File: src/rtl/lsu_pkg.sv
// lsu_pkg: shared types and helpers for the load/store sequencer.
// Contents: FSM state enum, load/store size-select encodings, store lane helpers,
//           and the misalignment predicate used when LSU_MISALIGN_TRAP_EN is defined.
package lsu_pkg;

  typedef enum logic [2:0] {
    IDLE    = 3'd0,
    ISSUE   = 3'd1,
    WAIT_RD = 3'd2,
    RESP    = 3'd3,
    MISAL   = 3'd4
  } state_t;

  localparam logic [2:0] LD_LB  = 3'b000;
  localparam logic [2:0] LD_LH  = 3'b001;
  localparam logic [2:0] LD_LW  = 3'b010;
  localparam logic [2:0] LD_LBU = 3'b011;
  localparam logic [2:0] LD_LHU = 3'b100;

  localparam logic [2:0] ST_SB  = 3'b000;
  localparam logic [2:0] ST_SH  = 3'b001;
  localparam logic [2:0] ST_SW  = 3'b010;

  // Byte enables for a store; unknown sizes produce an empty mask.
  function automatic logic [3:0] store_be(input logic [2:0] sel, input logic [1:0] lane);
    logic [3:0] be;
    be = 4'b0000;
    case (sel)
      ST_SB:   be = 4'b0001 << lane;
      ST_SH:   be = lane[1] ? 4'b1100 : 4'b0011;
      ST_SW:   be = 4'b1111;
      default: be = 4'b0000;
    endcase
    return be;
  endfunction

  // Replicate the LSB-justified store datum into every lane it could land in,
  // so the memory only needs the byte enables to pick the right bytes.
  function automatic logic [31:0] store_data(input logic [2:0] sel, input logic [31:0] wdata);
    logic [31:0] d;
    d = wdata;
    case (sel)
      ST_SB:   d = {4{wdata[7:0]}};
      ST_SH:   d = {2{wdata[15:0]}};
      default: d = wdata;
    endcase
    return d;
  endfunction

  // Halfword accesses need addr[0]=0, word accesses need addr[1:0]=0.
  function automatic logic misaligned(input logic we, input logic [2:0] sel, input logic [1:0] lane);
    logic m;
    m = 1'b0;
    if (we) begin
      case (sel)
        ST_SH:   m = lane[0];
        ST_SW:   m = |lane;
        default: m = 1'b0;
      endcase
    end else begin
      case (sel)
        LD_LH, LD_LHU: m = lane[0];
        LD_LW:         m = |lane;
        default:       m = 1'b0;
      endcase
    end
    return m;
  endfunction

endpackage

File: src/rtl/load_extract.sv
// load_extract: combinational lane select and sign/zero extension of a read word.
// Ports: sel (load size/sign encoding), lane (addr[1:0]), rdata (memory word) -> data (result).
// Unsupported sel values return zero.
module load_extract
  import lsu_pkg::*;
(
  input  logic [2:0]  sel,
  input  logic [1:0]  lane,
  input  logic [31:0] rdata,
  output logic [31:0] data
);

  logic [7:0]  byte_val;
  logic [15:0] half_val;

  always_comb begin
    byte_val = rdata[7:0];
    case (lane)
      2'd0:    byte_val = rdata[7:0];
      2'd1:    byte_val = rdata[15:8];
      2'd2:    byte_val = rdata[23:16];
      default: byte_val = rdata[31:24];
    endcase
    half_val = lane[1] ? rdata[31:16] : rdata[15:0];

    data = 32'h0;
    case (sel)
      LD_LB:   data = {{24{byte_val[7]}}, byte_val};
      LD_LH:   data = {{16{half_val[15]}}, half_val};
      LD_LW:   data = rdata;
      LD_LBU:  data = {24'h0, byte_val};
      LD_LHU:  data = {16'h0, half_val};
      default: data = 32'h0;
    endcase
  end

endmodule

File: src/rtl/lsu_mem_ctrl.sv
// lsu_mem_ctrl: one-at-a-time load/store sequencer between the MEM stage and a
// variable-latency data memory (req/gnt/rvalid). Stores get lane-replicated data and
// byte enables; loads return a registered, extended result one cycle after rvalid.
// Ports: req_* (MEM-stage request, valid/ready), mem_* (memory handshake),
//        ld_* (writeback pulse), stall (busy), bus_err (timeout / trapped misalign pulse).
// Config: define LSU_MISALIGN_TRAP_EN to trap misaligned halfword/word accesses instead
//         of issuing them with the low address bits ignored.
module lsu_mem_ctrl #(
  parameter int TIMEOUT_CYCLES = 64,
  parameter int CNT_W          = 7
) (
  input  logic        clk,
  input  logic        rst_n,
  input  logic        req_valid,
  output logic        req_ready,
  input  logic        req_we,
  input  logic [2:0]  req_sel,
  input  logic [31:0] req_addr,
  input  logic [31:0] req_wdata,
  input  logic [4:0]  req_rd,
  output logic        mem_req,
  input  logic        mem_gnt,
  output logic        mem_we,
  output logic [31:0] mem_addr,
  output logic [3:0]  mem_be,
  output logic [31:0] mem_wdata,
  input  logic        mem_rvalid,
  input  logic [31:0] mem_rdata,
  output logic        ld_valid,
  output logic [4:0]  ld_rd,
  output logic [31:0] ld_data,
  output logic        stall,
  output logic        bus_err
);
  import lsu_pkg::*;

  state_t            state, state_nxt;
  logic              we_q;
  logic [2:0]        sel_q;
  logic [31:0]       addr_q;
  logic [31:0]       wdata_q;
  logic [3:0]        be_q;
  logic [4:0]        rd_q;
  logic [CNT_W-1:0]  cnt_q;
  logic [31:0]       ld_data_q;
  logic [31:0]       ext_data;
  logic              accept;
  logic              timeout;
  logic              misal_hit;

  assign accept = req_valid && (state == IDLE);

`ifdef LSU_MISALIGN_TRAP_EN
  assign misal_hit = misaligned(req_we, req_sel, req_addr[1:0]);
`else
  assign misal_hit = 1'b0;
`endif

  // Timeout fires on the TIMEOUT_CYCLES-th WAIT_RD cycle; an rvalid in that same
  // cycle takes priority and completes the load normally.
  assign timeout = (state == WAIT_RD) && !mem_rvalid &&
                   (cnt_q == CNT_W'(TIMEOUT_CYCLES - 1));

  always_ff @(posedge clk or negedge rst_n) begin
    if (!rst_n) begin
      state <= IDLE;
    end else begin
      state <= state_nxt;
    end
  end

  always_comb begin
    state_nxt = state;
    case (state)
      IDLE:    if (req_valid) state_nxt = misal_hit ? MISAL : ISSUE;
      ISSUE:   if (mem_gnt)   state_nxt = we_q ? IDLE : WAIT_RD;
      WAIT_RD: begin
        if (mem_rvalid)   state_nxt = RESP;
        else if (timeout) state_nxt = IDLE;
      end
      RESP:    state_nxt = IDLE;
      MISAL:   state_nxt = IDLE;
      default: state_nxt = IDLE;
    endcase
  end

  // Request fields are frozen at accept so the memory sees stable values for
  // however long gnt is withheld.
  always_ff @(posedge clk or negedge rst_n) begin
    if (!rst_n) begin
      we_q    <= 1'b0;
      sel_q   <= 3'b000;
      addr_q  <= 32'h0;
      wdata_q <= 32'h0;
      be_q    <= 4'b0000;
      rd_q    <= 5'd0;
    end else if (accept) begin
      we_q    <= req_we;
      sel_q   <= req_sel;
      addr_q  <= req_addr;
      wdata_q <= req_we ? store_data(req_sel, req_wdata) : 32'h0;
      be_q    <= req_we ? store_be(req_sel, req_addr[1:0]) : 4'b0000;
      rd_q    <= req_rd;
    end
  end

  always_ff @(posedge clk or negedge rst_n) begin
    if (!rst_n) begin
      cnt_q <= '0;
    end else if ((state == ISSUE) && mem_gnt) begin
      cnt_q <= '0;
    end else if (state == WAIT_RD) begin
      cnt_q <= cnt_q + 1'b1;
    end
  end

  load_extract u_load_extract (
    .sel   (sel_q),
    .lane  (addr_q[1:0]),
    .rdata (mem_rdata),
    .data  (ext_data)
  );

  always_ff @(posedge clk or negedge rst_n) begin
    if (!rst_n) begin
      ld_data_q <= 32'h0;
    end else if ((state == WAIT_RD) && mem_rvalid) begin
      ld_data_q <= ext_data;
    end
  end

  assign req_ready = (state == IDLE);
  assign stall     = (state != IDLE);
  assign mem_req   = (state == ISSUE);
  assign mem_we    = (state == ISSUE) && we_q;
  assign mem_addr  = {addr_q[31:2], 2'b00};
  assign mem_be    = be_q;
  assign mem_wdata = wdata_q;
  assign ld_valid  = (state == RESP);
  assign ld_rd     = rd_q;
  assign ld_data   = ld_data_q;
  assign bus_err   = (state == MISAL) || timeout;

endmodule
File: config.mk
export PLATFORM = sky130hd
export DESIGN_NAME = lsu_mem_ctrl
export DESIGN_NICKNAME = d
export VERILOG_FILES = /design/src/rtl/lsu_pkg.sv /design/src/rtl/load_extract.sv /design/src/rtl/lsu_mem_ctrl.sv
export SDC_FILE = /design/constraint.sdc
export NUM_CORES = 1
export LEC_CHECK = 0
export CAP_MARGIN = 10
export CELL_PAD_IN_SITES_DETAIL_PLACEMENT = 0
export CELL_PAD_IN_SITES_GLOBAL_PLACEMENT = 1
export CORE_MARGIN = 1
export CORE_UTILIZATION = 33
export DETAILED_ROUTE_END_ITERATION = 8
export HOLD_SLACK_MARGIN = 0.08
export PLACE_DENSITY_LB_ADDON = 0.1
export SYNTH_ARGS = -nofsm -noshare
export SYNTH_HDL_FRONTEND = slang
export SYNTH_SLANG_ARGS = --single-unit
File: constraint.sdc
create_clock -name clk -period 1.8 [get_ports clk]
set_input_delay 0.45 -clock clk [delete_from_list [all_inputs] [get_ports clk]]
set_output_delay 0.45 -clock clk [all_outputs]
set_load 0.03 [all_outputs]
==> run_results.csv, run 1 <==
group,metric,value,unit
critical_path,crit_buf_inv,1,
finish,n_fill_cell,1617,
drt,drcViolationCount,0,
logic_synthesis,synth_seq_cells,118,
timing,final.setup_skew,5.09,ps
drt,finalWirelength,18900,µm
status,failed_checks,"negative setup slack",
placement,gp_congestion,0.854,
finish,layout-drive-gt1-share,19.7,%
placement,port_buffers,218,
worst_hold_path,hold_class,"register to register",
critical_path,r2r_slack,40,ps
critical_path,worst_r2r_endpoint,"mem_wdata[11]$_DFFE_PN0P_",
timing,rsz0062_at_grt,"yes",
timing,finalMaxSlewViolations,0,
critical_path,cp.arrival,1760,ps
drt,dr.pass1.iters,5,
logic_synthesis,async_flop_share,100,%
grt,grt_start_max_net_pins,78,
finish,fin_area,0.00929,mm²
finish,utilization,53.5,%
critical_path,reg2regPathDepth,6,
floorplanning,die_h,136,µm
logic_synthesis,synth_cell_types,56,
grt,gr-total-overflow,0,
status,status,"complete, but fails checks",
critical_path,path_cells,"ha_2 > nand2_2 > or4b_4 > nor2_4 > buf_6",
clocking,cts_buffers,17,
timing,layout_setup_ws,-408,ps
clocking,cts_sinks,118,
timing,hold_viol_final,0,
finish,final_nets,969,
finish,area_growth,57.5,%
logic_synthesis,ys_warn_count,0,
job,max-cap-violations,0,
worst_hold_path,holdPathStages,2,
logic_synthesis,synth.avg_cell_area,9.58,µm²
clocking,clock_latency,410,ps
finish,final_common_cell,"nand2_1",
logic_synthesis,syn_inst,616,
grt,grt_pass1_vias,5545,
floorplanning,coreArea,0.0174,mm²
power,max-vdd-ir-drop,720,µV
critical_path,worstPathMaxFanout,2,
clocking,clockBufferDepth,2,
floorplanning,ios,221,
drt,wl_per_cell,17.3,µm
timing,fmax,453,MHz
floorplanning,fp.dieW,136,µm
clocking,clk_pin_slew,60,ps
drt,vias,5542,
floorplanning,rows,48,
clocking,root_buffer,"clkbuf_16",
critical_path,path_class,"register to output pin",
critical_path,r2r_start,"state[0]$_DFFE_PN0P_",
placement,place_area,0.00850,mm²
grt,grt.total_usage,21.2,%
timing,setup_violations,3,
worst_hold_path,hp-start,"mem_wdata[2]$_DFFE_PN0P_",
power,p_leak,4.56,nW
finish,diodes,0,
power,power.density,1710,mW/mm²
critical_path,path_delay_family,"simple AND/OR/NAND/NOR gates",
logic_synthesis,ys_seq_area_share,50.0,%
timing,min_period,2210,ps
grt,grt_pass1_wl,29800,µm
critical_path,cp-start-kind,"register",
logic_synthesis,synth_area,0.00590,mm²
timing,period_share,123,%
grt,antenna_found_initial,0,
drt,drtAntennaViolNets,0,
timing,maxSlewHeadroom,49.6,%
logic_synthesis,synth-main-ff-cell,"dfrtp_1",
floorplanning,start_util,34.0,%
drt,viasPerCell,5.06,
floorplanning,dieArea,0.0184,mm²
timing,tightest_slew,756,ps
worst_hold_path,worstHoldEndpoint,"mem_wdata[2]$_DFFE_PN0P_",
critical_path,crit_path_top_delay_cell,"or4b_4",
finish,mostFrequentLayoutCells,"nand2_1, dfrtp_1, clkdlybuf4s50_1",
critical_path,cp.depth,5,
logic_synthesis,synth_edf_count,0,
critical_path,crit_path_max_incr_delay,510,ps
drt,drtIter0Drc,260,
critical_path,end_kind,"output pin",
placement,post-dp-hpwl,13800,µm
clocking,cts_tree,"done",
critical_path,required,1350,ps
clocking,cts.htree.levels,4,
## per-stage QoR
stage | cells | setup TNS, ps | worst slack [ps] | power, mW | hold WS, ps
after floorplan | 617 | -13.4 | -13.4 | 9.40 | 154
after global placement | 1050 | -18460 | -347 | 12.4 | 452
after detailed placement | 1050 | -18760 | -351 | 12.5 | 456
after CTS | 1092 | -557 | -440 | 15.8 | 462
after global routing | 1096 | -752 | -466 | 16.7 | 489
final | 1096 | -511 | -408 | 15.8 | 456
## report_power, final
group | total [mW] | leakage (nW) | internal (mW) | switching (mW)
registers | 4.47 | 1.51 | 3.76 | 0.705
clock network | 3.64 | 0.294 | 2.39 | 1.25
logic | 7.74 | 2.75 | 3.01 | 4.74
## flip-flops by register name, summed over array words and instances (netlist names)
name and cells:
cnt_q 7, addr_q 32, mem_be 4, ld_data 32
state 2, ld_rd 5, sel_q 3, mem_wdata 32
we_q 1
## cell usage after synthesis (2+ instances only)
cell type / count / share of area, %
a21boi_0: 2 / 0.25
a21oi_1: 8 / 0.68
a221o_1: 7 / 1.2
a221oi_1: 3 / 0.45
a311oi_1: 2 / 0.30
a32o_1: 7 / 1.2
a32oi_1: 16 / 2.4
and2_1: 3 / 0.32
and3_1: 2 / 0.21
and4_1: 2 / 0.30
and4b_1: 7 / 1.2
buf_1: 3 / 0.19
buf_2: 16 / 1.4
buf_4: 33 / 4.2
buf_6: 3 / 0.57
clkbuf_1: 21 / 1.3
clkbuf_2: 3 / 0.25
dfrtp_1: 118 / 50
inv_1: 12 / 0.76
mux2_2: 9 / 1.7
mux2i_1: 10 / 1.7
mux4_2: 8 / 3.1
nand2_1: 180 / 11
nand2b_1: 3 / 0.32
nand3_1: 10 / 0.85
nand4_1: 8 / 0.85
nor2_1: 24 / 1.5
nor2b_1: 4 / 0.42
nor3b_1: 2 / 0.25
nor4b_1: 3 / 0.45
o2111ai_1: 8 / 1.2
o21ai_0: 37 / 3.1
o31ai_1: 16 / 2.0
or2_2: 3 / 0.32
xor2_1: 2 / 0.30
## tightest hold or removal path, stage by stage, from the launching register on
cell and delay, ps:
dfrtp_1 330, nand2_1 50, nand2_1 50
## worst max-delay path by stage
stage                                     from      end  slack, ps
after CTS                 cnt_q[1]$_DFFE_PN0P_  bus_err       -440
after detailed placement            mem_rvalid  bus_err       -350
after global routing      cnt_q[0]$_DFFE_PN0P_  bus_err       -470
after global placement              mem_rvalid  bus_err       -350
final                     cnt_q[1]$_DFFE_PN0P_  bus_err       -410
after floorplan           state[1]$_DFFE_PN0P_   mem_we        -10
## cell families after synthesis
kind of cell	after synthesis	synth area share [%]
XOR/XNOR	2	0.297
buffers and inverters	91	8.67
adder cells (fa/ha/maj)	1	0.212
AND/OR/NAND/NOR	260	19.8
flip-flops	118	50.0
multiplexers	27	6.47
AO/OA/AOI/OAI	116	14.4
other	1	0.0636
## area by class of cell
type / instances / area, µm² / area share, %
clock inverter: 12 / 176 / 1.90
multi-input combinational: 408 / 2580 / 27.8
tap: 225 / 282 / 3.03
inverter: 12 / 45.0 / 0.485
sequential: 118 / 2950 / 31.8
timing repair buffer: 301 / 2790 / 30.1
clock buffer: 20 / 457 / 4.92
## what timing repair did
item                                    CTS  global route
setup buffers                             8             4
hold buffers                              1             0
endpoints found under the setup margin  139            21
endpoints found under the hold margin     1             0
gates resized for setup                 119            21
gates cloned                              1             0
pin swaps                                 0             3
## per-layer routing
| metal | share of wire [%] | GRT usage, % |
|---|---|---|
| met1 | 42 | 26.8 |
| met3 | 8.8 | 6.92 |
| met2 | 46 | 33.0 |
| met5 | 0 | 0 |
| met4 | 2.5 | 8.99 |
(Power assumes the default switching activity.)
==> run 2, diff against run 1 <==
- CORE_UTILIZATION: 33 -> 34
- SYNTH_HIERARCHICAL: default -> 1
==> run_results.csv, run 2 <==
group,metric,value,unit
power,switching_power,7.12,mW
power,p_leak,4.77,nW
floorplanning,die_h,136,µm
drt,top_layer_used,"met4",
logic_synthesis,synth-main-ff-cell,"dfrtp_1",
floorplanning,start_util,35.2,%
timing,layout_setup_ws,-316,ps
power,combPwrFrac,52.7,%
clocking,cts_buffers,17,
logic_synthesis,synth_top_area_share,48.1,%
grt,grt_pass1_wl,30000,µm
placement,post-place-ws,-418,ps
logic_synthesis,synth_edf_count,0,
critical_path,required,1350,ps
grt,grt_pass1_vias,5651,
status,status,"complete, but fails checks",
job,max-cap-violations,0,
status,failed_checks,"negative setup slack",
critical_path,crit_path_top_delay_cell,"dfrtp_1",
grt,grt_start_max_net_pins,50,
logic_synthesis,ys_seq_area_share,48.1,%
critical_path,worstPathMaxFanout,2,
logic_synthesis,ys_top_cells_by_area,"dfrtp_1, nand2_1, mux2i_1, mux2_1, buf_4",
finish,mostFrequentLayoutCells,"nand2_1, dfrtp_1, clkdlybuf4s50_1",
placement,dpl.cell_count,1061,
timing,hold_viol_final,0,
logic_synthesis,ys_warn_count,6,
placement,post-dp-hpwl,13700,µm
drt,drt-met1-wl,8400,µm
placement,gp_congestion,0.835,
critical_path,crit_buf_inv,2,
logic_synthesis,yosysMostFrequentCell,"nand2_1",
logic_synthesis,synth_cell_types,47,
timing,finalMaxSlewViolations,0,
placement,port_buffers,218,
power,swShare,43.4,%
clocking,clk_pin_slew,60,ps
floorplanning,coreArea,0.0175,mm²
power,power_frac_clock,20.3,%
logic_synthesis,synth.avg_cell_area,10.0,µm²
finish,final_common_cell,"nand2_1",
clocking,cts_tree,"done",
critical_path,path_cells,"ha_2 > inv_2 > nor4_4 > and2_4 > buf_6",
power,max-vdd-ir-drop,976,µV
logic_synthesis,synth_seq_cells,118,
critical_path,cp.arrival,1670,ps
drt,drcViolationCount,0,
logic_synthesis,synthTopCellsByCount,"nand2_1, dfrtp_1, buf_4",
drt,dr.pass1.iters,5,
grt,gr-total-overflow,0,
drt,finalWirelength,19200,µm
logic_synthesis,async_flop_share,100,%
logic_synthesis,syn_inst,613,
critical_path,path_delay_family,"simple AND/OR/NAND/NOR gates",
floorplanning,fp.dieW,136,µm
floorplanning,rows,48,
timing,rsz0062_at_grt,"yes",
finish,utilization,55.3,%
timing,setup_violations,5,
grt,antenna_found_initial,0,
drt,wl_met2,9460,µm
power,p_int,9.28,mW
logic_synthesis,yosys.area.top_type,"dfrtp_1",
drt,viasPerCell,4.89,
drt,dr_wl_met3,1180,µm
power,seqPwrFrac,27.0,%
timing,min_period,2120,ps
critical_path,crit_path_max_incr_delay,370,ps
drt,vias,5448,
grt,grt.total_usage,21.2,%
finish,diodes,0,
timing,period_share,118,%
finish,finalNonFillerCells,1114,
critical_path,path_class,"register to output pin",
clocking,cts.htree.levels,4,
power,power.density,1700,mW/mm²
drt,drtIter0Drc,302,
power,power,16.4,mW
timing,fmax,473,MHz
worst_hold_path,hold_class,"register to register",
logic_synthesis,synth_area,0.00614,mm²
critical_path,end_kind,"output pin",
timing,final.setup_skew,7.94,ps
clocking,clock_latency,410,ps
timing,maxSlewHeadroom,59.7,%
critical_path,cp-start-kind,"register",
clocking,clockBufferDepth,2,
clocking,root_buffer,"clkbuf_16",
placement,place_area,0.00887,mm²
floorplanning,dieArea,0.0186,mm²
clocking,cts_sinks,118,
finish,n_fill_cell,1555,
finish,layout-drive-gt1-share,25.1,%
floorplanning,ios,221,
finish,fin_area,0.00966,mm²
finish,final_nets,987,
finish,area_growth,57.3,%
drt,wl_per_cell,17.3,µm
timing,tightest_slew,601,ps
drt,drtAntennaViolNets,0,
[run 2: cell count changes after synthesis, moves of 15 or more]
cell	change
mux2_1	+23
nor2_1	-21
o21ai_0	-17
a32oi_1	-16
mux2i_1	+16
o31ai_1	-16
or2_2	+15
[run 2: worst register-to-register path, cell delays in order, from the launching register on]
cell and delay [ps]:
dfrtp_2 440, mux4_2 660, nand2_4 210, a31oi_2 110, mux2_1 300
[run 2: path summary, 6_finish.rpt]
check,from,to,slack [ps],cells past startpoint
worst min-delay path,mem_wdata[6]$_DFFE_PN0P_,mem_wdata[6]$_DFFE_PN0P_,460,2
worst min register to register,mem_wdata[6]$_DFFE_PN0P_,mem_wdata[6]$_DFFE_PN0P_,460,2
worst max register to register,addr_q[1]$_DFFE_PN0P_,ld_data[26]$_DFFE_PN0P_,-30,4
min in group asynchronous,rst_n,addr_q[4]$_DFFE_PN0P_,510,2
worst max-delay path,cnt_q[0]$_DFFE_PN0P_,bus_err,-320,5
max in group asynchronous,rst_n,ld_data[20]$_DFFE_PN0P_,660,3
[run 2: timing repair]
action / in CTS / in global routing
resized for setup: 115 / 34
pin swaps: 2 / 12
endpoints found under the setup margin: 137 / 24
buffers inserted: 16 / 5
cloned: 0 / 1
endpoints found under the hold margin: 26 / 0
hold buffers: 1 / 0
[run 2: area by class of cell]
cell class,instances,area (µm²),area share (%)
clock inverters,14,143,1.48
multi-input cells,420,2900,30.0
flip-flops and latches,118,2950,30.6
repair buffers,314,2930,30.3
clock buffers,18,439,4.54
well taps,225,282,2.91
inverters,5,18.8,0.194
[run 2: power groups by stage]
| stage | clock network, mW | logic, mW | registers, mW |
|---|---|---|---|
| finish | 3.32 | 8.65 | 4.43 |
| global route | 3.58 | 9.28 | 4.58 |
| CTS | 3.42 | 8.31 | 4.43 |
| detailed placement | 0 | 8.91 | 4.51 |
| global placement | 0 | 8.81 | 4.47 |
| floorplan | 0 | 4.37 | 5.75 |
[run 2: metal layers]
layer | GRT usage [%] | vias up
met4 | 5.86 | 0
met5 | 0 | -
met1 | 26.8 | 2656
met3 | 6.75 | 13
li1 | - | 2615
met2 | 34.7 | 164
[run 2: cell families after synthesis]
group                      Yosys count  synth area share [%]
and+or+nand+nor                    258                  19.0
DFF                                118                  48.1
AOI/OAI and AO/OA                   83                  10.3
buffers and inverters               77                  7.74
muxes                               75                  14.7
adders and majority gates            1                 0.204
other                                1                0.0610
[run 2: through the flow]
| stage | hold slack (ps) | setup TNS (ps) |
|---|---|---|
| after floorplan | 154 | 0 |
| after global placement | 416 | -18270 |
| after detailed placement | 413 | -20090 |
| after CTS | 468 | -493 |
| after global routing | 488 | -1180 |
| final | 464 | -427 |
==> run 3, diff against run 2 <==
- SLEW_MARGIN: default -> 10
==> results of run 3 <==
Same layout as run 2: the final DEF is identical, and so are final timing and power.
==> RTL change, RTL diff (config.mk and constraints of run 3) <==
Build with the macro `LSU_MISALIGN_TRAP_EN` defined.
--- a/src/rtl/lsu_mem_ctrl.sv
+++ b/src/rtl/lsu_mem_ctrl.sv
@@ -7,2 +7,4 @@
 //         of issuing them with the low address bits ignored.
+`define LSU_MISALIGN_TRAP_EN
+
 module lsu_mem_ctrl #(
Function: changed (a bounded check fails within 4 cycles, from zero or initial values and one cycle with rst_n low).
==> RTL change against run 3 <==
  * The run still ends with negative setup slack left
  * Fmax is 12% lower
  * Wire length rose by 11%
  * Synthesized area is 2.2% higher
  * Combinational power increased by 15%
  * Global-route usage increased by 0.93 points
  * Sequential cell count increased by 1
  * Non-clock buffer count is 25 higher
  * Setup slack worse by 0.28 ns
  * Design area increased by 10%
  * Power increased by 11%
  * Critical endpoint unchanged
  * Largest cell class is now buffers
==> RTL change: results (changes against run 3) <==
fraction of area in multi-input gates 30.5% (was 30.0%); slack of the critical path -0.601 ns (was -0.316 ns); combinational share of power 54.6% (was 52.7%); Core ar. 0.0180 mm2 (was 0.0175 mm2); layout cells sized above 1 31.3% (was 25.1%); 1st-iter DRT viols 261 (was 302); Global Route met1 Usage 26.3% (was 26.8%); Buffers excl. clock 339 (was 314); GRT Util Overall 22.2% (was 21.2%); ClkCell Share 6.05% (was 6.02%); failing checks negative setup slack (unchanged); outcome complete, but fails checks (unchanged); largest net degree at the start of global routing 73 (was 50); final setup TNS -27.31 ns (was -0.427 ns); final-layout clock buffer total 19 (was 18); largest cells by area after synthesis dfrtp_1 47%, nand2_1 11%, mux2_2 7.2% (was dfrtp_1 48%, nand2_1 11%, mux2i_1 4.2%); Multi-In Gates 451 (was 420); Placed Area 0.00907 mm2 (was 0.00887 mm2); Post-Route Skew 0.00756 ns (was 0.00794 ns); Commonest cells post-synth 191 x nand2_1, 119 x dfrtp_1, 64 x o21ai_0 (was 185 x nand2_1, 118 x dfrtp_1, 34 x buf_4); Synth cell types 53 (was 47); Setup-failing EPs final 118 (was 5); vias 5983 (was 5448); non-clk buf share 32.6% (was 30.3%); Worst slew margin 36.0% (was 59.7%); Detailed Place HPWL 13.9 mm (was 13.7 mm); routed wl met3 1.66 mm (was 1.18 mm); register area 0.00298 mm2 (was 0.00295 mm2); first-pass GRT wire length 31.7 mm (was 30.0 mm); wire length on met2 10.5 mm (was 9.46 mm); Power Density 1710 mW/mm2 (was 1700 mW/mm2); Slowest-stage cell, CP or4b_4 (was dfrtp_1); Placer Congestion 0.896 (was 0.835)
RTL change: final timing paths:
| path | from | endpoint | slack [ns] |
|---|---|---|---|
| worst min-delay path | mem_wdata[0] | mem_wdata[0] | 0.46 |
| worst min register to register | mem_wdata[0] | mem_wdata[0] | 0.46 |
| min in group asynchronous | rst_n | ld_data[21] | 0.58 |
| max in group asynchronous | rst_n | addr_q[29] | 0.66 |
| worst max register to register | state[2] | ld_rd[4] | -0.41 |
| worst max-delay path | state[2] | bus_err | -0.60 |
RTL change: repair_timing:
item                                    4_1_cts  5_1_grt
buffers inserted                             13        7
hold buffers                                  1        0
resized for setup                           161      125
gates cloned                                 12        4
pin swaps                                    10       10
hold endpoints to repair                     57        0
endpoints found under the setup margin      167      117
RTL change: cells by family after synthesis:
kind of cell / count (synthesis) / synth area share (%)
other cells: 1 / 0.0597
compound gates: 115 / 11.7
buf+inv: 81 / 7.59
flops: 119 / 47.4
xor+xnor: 2 / 0.279
simple gates: 258 / 18.7
mux: 72 / 14.0
fa+ha+maj: 1 / 0.199
